===== config.mk =====
export PLATFORM = sky130hd
export DESIGN_NAME = uart_tx_arbiter
export DESIGN_NICKNAME = d
export VERILOG_FILES = /design/src/rtl/uart_tx_arbiter_pkg.sv /design/src/rtl/byte_fifo.sv /design/src/rtl/uart_tx_arbiter.sv
export SDC_FILE = /design/constraint.sdc
export NUM_CORES = 1
export LEC_CHECK = 0
export BUFFER_PORTS_ARGS = -buffer_cell sky130_fd_sc_hd__buf_2
export CORE_MARGIN = 1.5
export CORE_UTILIZATION = 50
export CTS_BUF_LIST = sky130_fd_sc_hd__clkbuf_4 sky130_fd_sc_hd__clkbuf_8
export DETAILED_ROUTE_END_ITERATION = 16
export MAX_ROUTING_LAYER = met4
export PLACE_DENSITY = 0.72
export SETUP_SLACK_MARGIN = 0.5
export SYNTH_ARGS = -nofsm -noshare
export SYNTH_HDL_FRONTEND = slang
export SYNTH_SLANG_ARGS = --single-unit

===== constraint.sdc =====
create_clock -name clk -period 2.8 [get_ports clk]
set_clock_uncertainty 0.2 [all_clocks]
set_input_delay 0.28 -clock clk [delete_from_list [all_inputs] [get_ports clk]]
set_output_delay 0.28 -clock clk [all_outputs]
set_load 0.03 [all_outputs]

===== src/rtl/uart_tx_arbiter_pkg.sv =====
// uart_tx_arbiter_pkg: FSM state encodings and requester indices for the UART tx arbiter
package uart_tx_arbiter_pkg;
  typedef enum logic [1:0] {
    IDLE       = 2'd0,
    ISSUE      = 2'd1,
    WAIT_START = 2'd2,
    WAIT_DONE  = 2'd3
  } state_t;
  localparam logic REQ_MON = 1'b0;
  localparam logic REQ_CPU = 1'b1;
endpackage


===== src/rtl/byte_fifo.sv =====
// byte_fifo: single-clock FIFO; a pop frees the slot so a push while full is accepted in the same cycle
module byte_fifo #(
  parameter int WIDTH      = 8,
  parameter int DEPTH_LOG2 = 2
) (
  input  logic             clk,
  input  logic             rst,
  input  logic             push,
  input  logic [WIDTH-1:0] din,
  input  logic             pop,
  output logic             full,
  output logic             empty,
  output logic [WIDTH-1:0] dout
);
  logic [WIDTH-1:0] mem [2**DEPTH_LOG2];
  logic [DEPTH_LOG2-1:0] wr_ptr, rd_ptr;
  logic [DEPTH_LOG2:0] count;
  logic do_push, do_pop;
  assign full    = count[DEPTH_LOG2];
  assign empty   = count == '0;
  assign dout    = mem[rd_ptr];
  assign do_pop  = pop && !empty;
  assign do_push = push && (!full || do_pop);
  always_ff @(posedge clk)
    if (do_push) mem[wr_ptr] <= din;
  always_ff @(posedge clk) begin
    if (!rst) begin
      wr_ptr <= '0;
      rd_ptr <= '0;
      count  <= '0;
    end else begin
      wr_ptr <= wr_ptr + DEPTH_LOG2'(do_push);
      rd_ptr <= rd_ptr + DEPTH_LOG2'(do_pop);
      count  <= count + (DEPTH_LOG2 + 1)'(do_push) - (DEPTH_LOG2 + 1)'(do_pop);
    end
  end
endmodule


===== src/rtl/uart_tx_arbiter.sv =====
// uart_tx_arbiter: round-robin share of one UART tx between monitor and cpu FIFOs; UART_TX_ARBITER_DROPCNT_EN adds drop_count
module uart_tx_arbiter
  import uart_tx_arbiter_pkg::*;
#(
  parameter int DEPTH_LOG2 = 2,
  parameter int START_TMO  = 4
) (
  input  logic        clk,
  input  logic        rst,
  input  logic        req0_transmit,
  input  logic [7:0]  req0_byte,
  output logic        req0_full,
  input  logic        req1_transmit,
  input  logic [7:0]  req1_byte,
  output logic        req1_full,
  input  logic        is_transmitting,
  output logic        transmit,
  output logic [7:0]  tx_byte,
  output logic        busy,
  output logic        grant
`ifdef UART_TX_ARBITER_DROPCNT_EN
  ,
  output logic [15:0] drop_count
`endif
);
  localparam int TW = $clog2(START_TMO + 1);
  state_t state, state_n;
  logic [TW-1:0] tmo, tmo_n;
  logic empty0, empty1, pop0, pop1, sel, go;
  logic [7:0] dout0, dout1;

  byte_fifo #(.WIDTH(8), .DEPTH_LOG2(DEPTH_LOG2)) u_fifo0 (
    .clk(clk), .rst(rst), .push(req0_transmit), .din(req0_byte), .pop(pop0),
    .full(req0_full), .empty(empty0), .dout(dout0)
  );

  byte_fifo #(.WIDTH(8), .DEPTH_LOG2(DEPTH_LOG2)) u_fifo1 (
    .clk(clk), .rst(rst), .push(req1_transmit), .din(req1_byte), .pop(pop1),
    .full(req1_full), .empty(empty1), .dout(dout1)
  );

  assign transmit = state == ISSUE;
  assign busy     = !empty0 || !empty1 || state != IDLE;
  assign pop0     = go && sel == REQ_MON;
  assign pop1     = go && sel == REQ_CPU;

  // With both ports pending the one not served last wins; otherwise the only pending one.
  always_comb begin
    state_n = state;
    tmo_n   = tmo;
    go      = 1'b0;
    sel     = (!empty0 && !empty1) ? ~grant : (empty0 ? REQ_CPU : REQ_MON);
    case (state)
      IDLE:
        if ((!empty0 || !empty1) && !is_transmitting) begin
          go      = 1'b1;
          state_n = ISSUE;
        end
      ISSUE: begin
        state_n = WAIT_START;
        tmo_n   = '0;
      end
      WAIT_START:
        if (is_transmitting) state_n = WAIT_DONE;
        else begin
          tmo_n   = tmo + 1'b1;
          state_n = (tmo_n == TW'(START_TMO)) ? IDLE : WAIT_START;
        end
      WAIT_DONE:
        state_n = is_transmitting ? WAIT_DONE : IDLE;
    endcase
  end

  always_ff @(posedge clk) begin
    if (!rst) begin
      state   <= IDLE;
      tmo     <= '0;
      tx_byte <= '0;
      grant   <= REQ_CPU;
    end else begin
      state <= state_n;
      tmo   <= tmo_n;
      if (go) begin
        tx_byte <= sel ? dout1 : dout0;
        grant   <= sel;
      end
    end
  end

`ifdef UART_TX_ARBITER_DROPCNT_EN
  logic [7:0] drop0, drop1;
  assign drop_count = {drop1, drop0};
  // A push is lost only when full and not relieved by a same-cycle pop.
  always_ff @(posedge clk) begin
    if (!rst) begin
      drop0 <= '0;
      drop1 <= '0;
    end else begin
      if (req0_transmit && req0_full && !pop0 && drop0 != 8'hFF) drop0 <= drop0 + 1'b1;
      if (req1_transmit && req1_full && !pop1 && drop1 != 8'hFF) drop1 <= drop1 + 1'b1;
    end
  end
`endif
endmodule


==> impl_metrics.env, run 1 <==
export IMPL_crit_path_cell_trace="or3_4 -> a21o_1 -> o21a_1 -> nor2b_4 -> ha_4 -> inv_2 -> fa_2 -> xnor2_2 -> xnor2_1 -> and2_1"
export IMPL_ys_top_cells_by_area="edfxtp_1, dfxtp_1, mux4_2, ha_1, and2_1"
export IMPL_ys_seq_area_frac=0.662
export IMPL_tightest_slew_ns=0.615
export IMPL_hp_class="input pin to register"
export IMPL_core_um2=7250
export IMPL_grt_pass1_vias=2073
export IMPL_fin_tns_setup_ns=0
export IMPL_drtAntennaViolNets=0
export IMPL_crit_path_start_kind="register"
export IMPL_crit_buf_inv=1
export IMPL_place_congestion=0.662
export IMPL_fin_crit_ns=2.50
export IMPL_synth_top_cell_by_area="edfxtp_1"
export IMPL_synth_nets=270
export IMPL_cp_top_family="simple AND/OR/NAND/NOR gates"
export IMPL_crit_path_max_incr_delay_ns=0.37
export IMPL_numClockSinks=92
export IMPL_synth_edf_count=64
export IMPL_gr_usage_met2=0.294
export IMPL_placed_area_um2=4150
export IMPL_busiest_layer="met2"
export IMPL_ir_drop_uv=524
export IMPL_hp_start="rst"
export IMPL_cts_clk_slew_worst_paths_ns=0.09
export IMPL_ys_ff_latch=92
export IMPL_drtIter0Drc=116
export IMPL_place_detailed_hpwl_um=4230
export IMPL_track_usage=0.187
export IMPL_power_leakage_nw=1.77
export IMPL_fin_crit_sh=0.893
export IMPL_rsz0062_at_grt="yes"
export IMPL_post_synth_top_count_cell="edfxtp_1"
export IMPL_synth_area_um2=3750
export IMPL_vias=2102
export IMPL_die_y_um=89.6
export IMPL_overflow=0
export IMPL_regArea_um2=2490
export IMPL_totalWireLength_um=6380
export IMPL_max_freq_ghz=0.400
export IMPL_io_buffers=33
export IMPL_finalSetupViolCount=0
export IMPL_critPathRequiredTime_ns=2.86
export IMPL_relSlewSlack=0.590
export IMPL_worstSkewPairLatency_ns=0.35
export IMPL_design_area_um2=4690
export IMPL_vias_per_cell=5.10
export IMPL_syn_area_per_cell_um2=15.8
export IMPL_clk_path_buf_depth=2
export IMPL_avgRoutedWirePerCell_um=15.5
export IMPL_rows=31
export IMPL_grt_antenna_before_repair=0
export IMPL_hold_violations=0
export IMPL_end_kind="register"
export IMPL_drt_first_pass_iters=4
export IMPL_cts_root_buf="clkbuf_8"
export IMPL_arrival_ns=2.55
export IMPL_yosys_top_cells_count="edfxtp_1, dfxtp_1, mux4_2, and2_1, a21oi_1"
export IMPL_report_final_slew_viol_count=0
export IMPL_ios=34
export IMPL_yosysWarnings=0
export IMPL_crit_path_start="state[0]$_SDFFE_PN0P_"
export IMPL_worstSetupPathType="register to register"
export IMPL_cts_tree="done"
export IMPL_drt_drc_violations_left=0
export IMPL_multi_input_area_um2=1310
export IMPL_synth_async_reset_ratio=0
export IMPL_grt_pass1_wl_um=10300
export IMPL_nets=341
export IMPL_chipWidth_um=89.6
export IMPL_initial_core_util=0.517
export IMPL_r2r_start="state[0]$_SDFFE_PN0P_"
export IMPL_die_area_um2=8030
export IMPL_max_cap_violations=0
export IMPL_critPathSlowestCell="or3_4"
export IMPL_synth_top_flop_cell="edfxtp_1"
export IMPL_h_tree_depth=3
export IMPL_cts_buffers=9
export IMPL_grt_use_met3=0.0311
export IMPL_status="finished clean"
export IMPL_fill_cells=553
export IMPL_grt_met1_usage=0.244
export IMPL_syn_to_final_growth_pct=25.0
export IMPL_critical_path_peak_fanout=3
export IMPL_num_antenna_cells=0
export IMPL_power_w=0.00422
export IMPL_yosysUniqueCellTypes=37
export IMPL_drive_above_1_share=0.371
export IMPL_power_density_nw_per_um2=900
export IMPL_grt_start_max_net_pins=29
export IMPL_synth_cells=237
export IMPL_netlist_area_leader_share=0.512
==> kinds of logic after synthesis <==
kind of cell | after synthesis | share of synthesized area
flip-flops | 92 | 0.662
multiplexers | 24 | 0.117
adder cells (fa/ha/maj) | 12 | 0.0440
AO/OA/AOI/OAI | 36 | 0.0564
AND/OR/NAND/NOR | 42 | 0.0740
buffers and inverters | 22 | 0.0257
XOR/XNOR | 9 | 0.0210
==> worst paths after layout <==
kind                                  to  slack (ns)  depth (start not counted)
max          u_fifo0.count[2]$_SDFF_PN0_        0.30                         10
min                   grant$_SDFFE_PN1N_        0.13                          2
max reg2reg  u_fifo0.count[2]$_SDFF_PN0_        0.30                         10
min reg2reg      tx_byte[1]$_SDFFE_PN0N_        0.35                          2
==> layout make-up <==
cell class,count,share of cell area
clock buffer,9,0.0264
clock inverter,7,0.0173
inverter,10,0.00853
multi-input combinational,123,0.280
sequential,92,0.531
tap,99,0.0264
timing repair buffer,72,0.110
==> placed cells by master (no fill, tap or decap), drive strengths merged, types with 2 or more instances in the layout <==
master        n
edfxtp       64
fa            2
xor2          5
nand2         2
nor4bb        3
dlygate4sd3  16
o21ai        13
o211ai        2
buf          56
clkbuf        9
nor3b         3
o21a          4
xnor2         4
or3           2
nor2b         3
dfxtp        28
and2         15
nor3          3
ha           10
mux4         16
inv          14
nor2          6
a21oi        14
mux2i         8
==> routing by layer <==
metal	vias up	routed length, µm	part of all wire
met3	10	178	0.028
met1	1031	2920	0.46
li1	1030	-	-
met2	31	3180	0.50
met4	0	104	0.016
met5	-	0	0
==> state kept, by name, indices dropped and copies added (netlist names), 3 cells and up <==
signal	flops
u_fifo0.mem	32
u_fifo1.mem	32
tx_byte	8
tmo	3
u_fifo0.count	3
u_fifo1.count	3
==> where the power goes <==
part           switching (W)  internal (W)
registers           0.000196       0.00169
clock network       0.000489      0.000429
logic               0.000708      0.000714
==> per-stage QoR <==
step,hold WS (ns),std cells,utilization,worst slack [ns]
2_1_floorplan,0.179,237,-,0.146
3_3_place_gp,0.291,372,0.573,0.213
3_5_place_dp,0.296,372,0.573,0.154
4_1_cts,0.129,410,0.637,0.235
5_1_grt,0.151,412,0.647,0.212
6_report,0.135,412,0.647,0.301
==> worst reg2reg max path, stage by stage, from the launching register on <==
cell,delay (ns)
dfxtp_2,0.33
or3_4,0.37
a21o_1,0.21
o21a_1,0.24
nor2b_4,0.15
ha_4,0.14
inv_2,0.03
fa_2,0.35
xnor2_2,0.15
xnor2_1,0.11
and2_1,0.14
==> repair_timing <==
item,in CTS,in global routing
endpoints found under the setup margin,20,52
gates cloned,0,0
hold buffers,16,0
pin swaps,9,10
endpoints found under the hold margin,64,0
setup buffers,6,2
resized for setup,15,12
(Power assumes the default switching activity.)
==> run 2: changes to the inputs <==
Settings changed: ABC_AREA set to 1, MAX_ROUTING_LAYER met4 to unset, PLACE_DENSITY 0.72 to 0.71, SKIP_LAST_GASP set to 1.
==> run 2 against run 1 <==
Effect of this change: design area increased by 6.8%; sequential share of layout area decreased by 3.3 points; global-route usage increased by 0.92 points; final cell count increased by 53%; combinational power increased by 43%; synthesized area increased by 11%; non-clock buffer count decreased by 4; routed wire length increased by 29%; first-iteration DRC count increased by 27%.
==> impl_metrics.env, run 2 <==
export IMPL_synth_top_cell_by_area="edfxtp_1"
export IMPL_ys_seq_area_frac=0.598
export IMPL_place_detailed_hpwl_um=5470
export IMPL_synth_area_um2=4150
export IMPL_fin_crit_sh=0.802
export IMPL_synth_async_reset_ratio=0
export IMPL_nets=553
export IMPL_synth_nets=484
export IMPL_relSlewSlack=0.638
export IMPL_synth_top_family_by_area="simple AND/OR/NAND/NOR gates"
export IMPL_synth_edf_count=64
export IMPL_finalSetupViolCount=0
export IMPL_grt_start_max_net_pins=19
export IMPL_ir_drop_uv=408
export IMPL_die_area_um2=8860
export IMPL_vias_per_cell=4.65
export IMPL_cts_tree="done"
export IMPL_chipWidth_um=94.1
export IMPL_worstSkewPairLatency_ns=0.34
export IMPL_status="finished clean"
export IMPL_max_cap_violations=0
export IMPL_yosysWarnings=0
export IMPL_power_w=0.00482
export IMPL_tightest_slew_ns=0.542
export IMPL_cts_clk_slew_worst_paths_ns=0.09
export IMPL_h_tree_depth=3
export IMPL_drt_first_pass_iters=4
export IMPL_end_kind="register"
export IMPL_crit_path_start_kind="register"
export IMPL_critical_path_peak_fanout=3
export IMPL_vias=2932
export IMPL_grt_pass1_vias=2868
export IMPL_synthSimpleGateAreaFrac=0.217
export IMPL_core_um2=8130
export IMPL_grt_pass1_wl_um=13100
export IMPL_avgRoutedWirePerCell_um=13.0
export IMPL_report_final_slew_viol_count=0
export IMPL_totalWireLength_um=8210
export IMPL_fill_cells=638
export IMPL_cts_root_buf="clkbuf_8"
export IMPL_track_usage=0.197
export IMPL_netlist_area_leader_share=0.463
export IMPL_syn_to_final_growth_pct=20.8
export IMPL_drtIter0Drc=147
export IMPL_synth_xor_area_share=0.0148
export IMPL_yosysUniqueCellTypes=25
export IMPL_synth_mux_area_fraction=0
export IMPL_initial_core_util=0.510
export IMPL_post_synth_top_count_cell="nand2_1"
export IMPL_numClockSinks=92
export IMPL_yosys_top_cells_count="nand2_1, inv_1, edfxtp_1, nand3_1, dfxtp_1"
export IMPL_fin_tns_setup_ns=0
export IMPL_clk_path_buf_depth=2
export IMPL_num_antenna_cells=0
export IMPL_grt_antenna_before_repair=0
export IMPL_synth_cells=451
export IMPL_worstSetupPathType="register to register"
export IMPL_drt_drc_violations_left=0
export IMPL_ys_ff_latch=92
export IMPL_ios=34
export IMPL_layout_common_cells="nand2_1, inv_1, edfxtp_1"
export IMPL_rsz0062_at_grt="yes"
export IMPL_critPathRequiredTime_ns=2.86
export IMPL_arrival_ns=2.31
export IMPL_overflow=0
export IMPL_drtAntennaViolNets=0
export IMPL_reg_largest_list="u_fifo0.mem (32), u_fifo1.mem (32), tx_byte (8)"
export IMPL_fin_crit_ns=2.25
export IMPL_place_congestion=0.760
export IMPL_io_buffers=33
export IMPL_synth_top_flop_cell="edfxtp_1"
export IMPL_power_density_nw_per_um2=961
export IMPL_drive_above_1_share=0.210
export IMPL_die_y_um=94.1
export IMPL_synthAdderAreaFrac=0.0398
export IMPL_rows=33
export IMPL_ys_top_cells_by_area="edfxtp_1, dfxtp_1, nand2_1, inv_1, nand3_1"
export IMPL_synth_compound_area_frac=0.0262
export IMPL_hold_violations=0
export IMPL_cts_buffers=9
export IMPL_syn_area_per_cell_um2=9.20
export IMPL_power_leakage_nw=2.36
export IMPL_hp_class="input pin to register"
export IMPL_final_common_cell="nand2_1"
export IMPL_max_freq_ghz=0.445
-- run 2: cells by family after synthesis --
logic type	Yosys count
XOR/XNOR	7
adder cells (fa/ha/maj)	12
buffers and inverters	108
AO/OA/AOI/OAI	19
AND/OR/NAND/NOR	213
flip-flops	92
-- run 2: layer usage --
layer | wire length (µm) | GRT usage | vias up
li1 | - | - | 1529
met1 | 3690 | 0.236 | 1344
met2 | 4210 | 0.357 | 46
met3 | 162 | 0.0251 | 13
met4 | 137 | 0.0759 | 0
met5 | 0 | 0 | -
-- run 2: worst paths after layout --
check                         startpoint                          end  slack [ns]  depth (start not counted)
min                                  rst  u_fifo1.count[1]$_SDFF_PN0_        0.06                          3
min reg2reg      tx_byte[4]$_SDFFE_PN0N_      tx_byte[4]$_SDFFE_PN0N_        0.27                          2
max reg2reg  u_fifo1.count[1]$_SDFF_PN0_  u_fifo1.count[2]$_SDFF_PN0_        0.55                         12
max          u_fifo1.count[1]$_SDFF_PN0_  u_fifo1.count[2]$_SDFF_PN0_        0.55                         12
-- run 2: repair_timing --
item	CTS	global route
hold buffers	16	0
buffers inserted	7	4
resized for setup	13	17
pin swaps	7	12
setup endpoints to repair	4	4
hold endpoints to repair	64	0
-- run 2: power by group --
| part | internal, W | switching [W] | total [W] |
|---|---|---|---|
| sequential | 0.00171 | 0.000135 | 0.00185 |
| combinational | 0.000745 | 0.00128 | 0.00203 |
| clock | 0.000519 | 0.000428 | 0.000948 |
| total | 0.00297 | 0.00184 | 0.00482 |
-- run 2: area by class of cell --
class	instances	area (µm²)	area share
multi-input combinational	251	1330	0.266
clock inverter	5	76.3	0.0152
inverter	98	370	0.0739
sequential	92	2490	0.498
tap	105	131	0.0262
timing repair buffer	68	468	0.0934
clock buffer	11	139	0.0277
-- run 2: per-stage QoR --
| stage | setup WS, ns | utilization | cell area [µm²] | hold WS (ns) | cells |
|---|---|---|---|---|---|
| 5_1_grt | 0.458 | 0.616 | 5010 | 0.0724 | 630 |
| 4_1_cts | 0.489 | 0.606 | 4930 | 0.0423 | 626 |
| 2_1_floorplan | 0.505 | - | 4160 | 0.179 | 451 |
| 3_5_place_dp | 0.334 | 0.548 | 4460 | 0.255 | 587 |
| 6_report | 0.555 | 0.616 | 5010 | 0.0566 | 630 |
| 3_3_place_gp | 0.441 | 0.548 | 4460 | 0.255 | 587 |
-- run 2: worst max-delay path: stages, from the launching register on --
cell,delay (ns)
dfxtp_2,0.35
nor2_4,0.13
nand2_4,0.09
nor2_4,0.13
nor2_4,0.06
nand3_2,0.08
inv_2,0.06
ha_4,0.27
inv_4,0.04
ha_4,0.15
fa_2,0.35
xor2_1,0.17
nor2_1,0.11
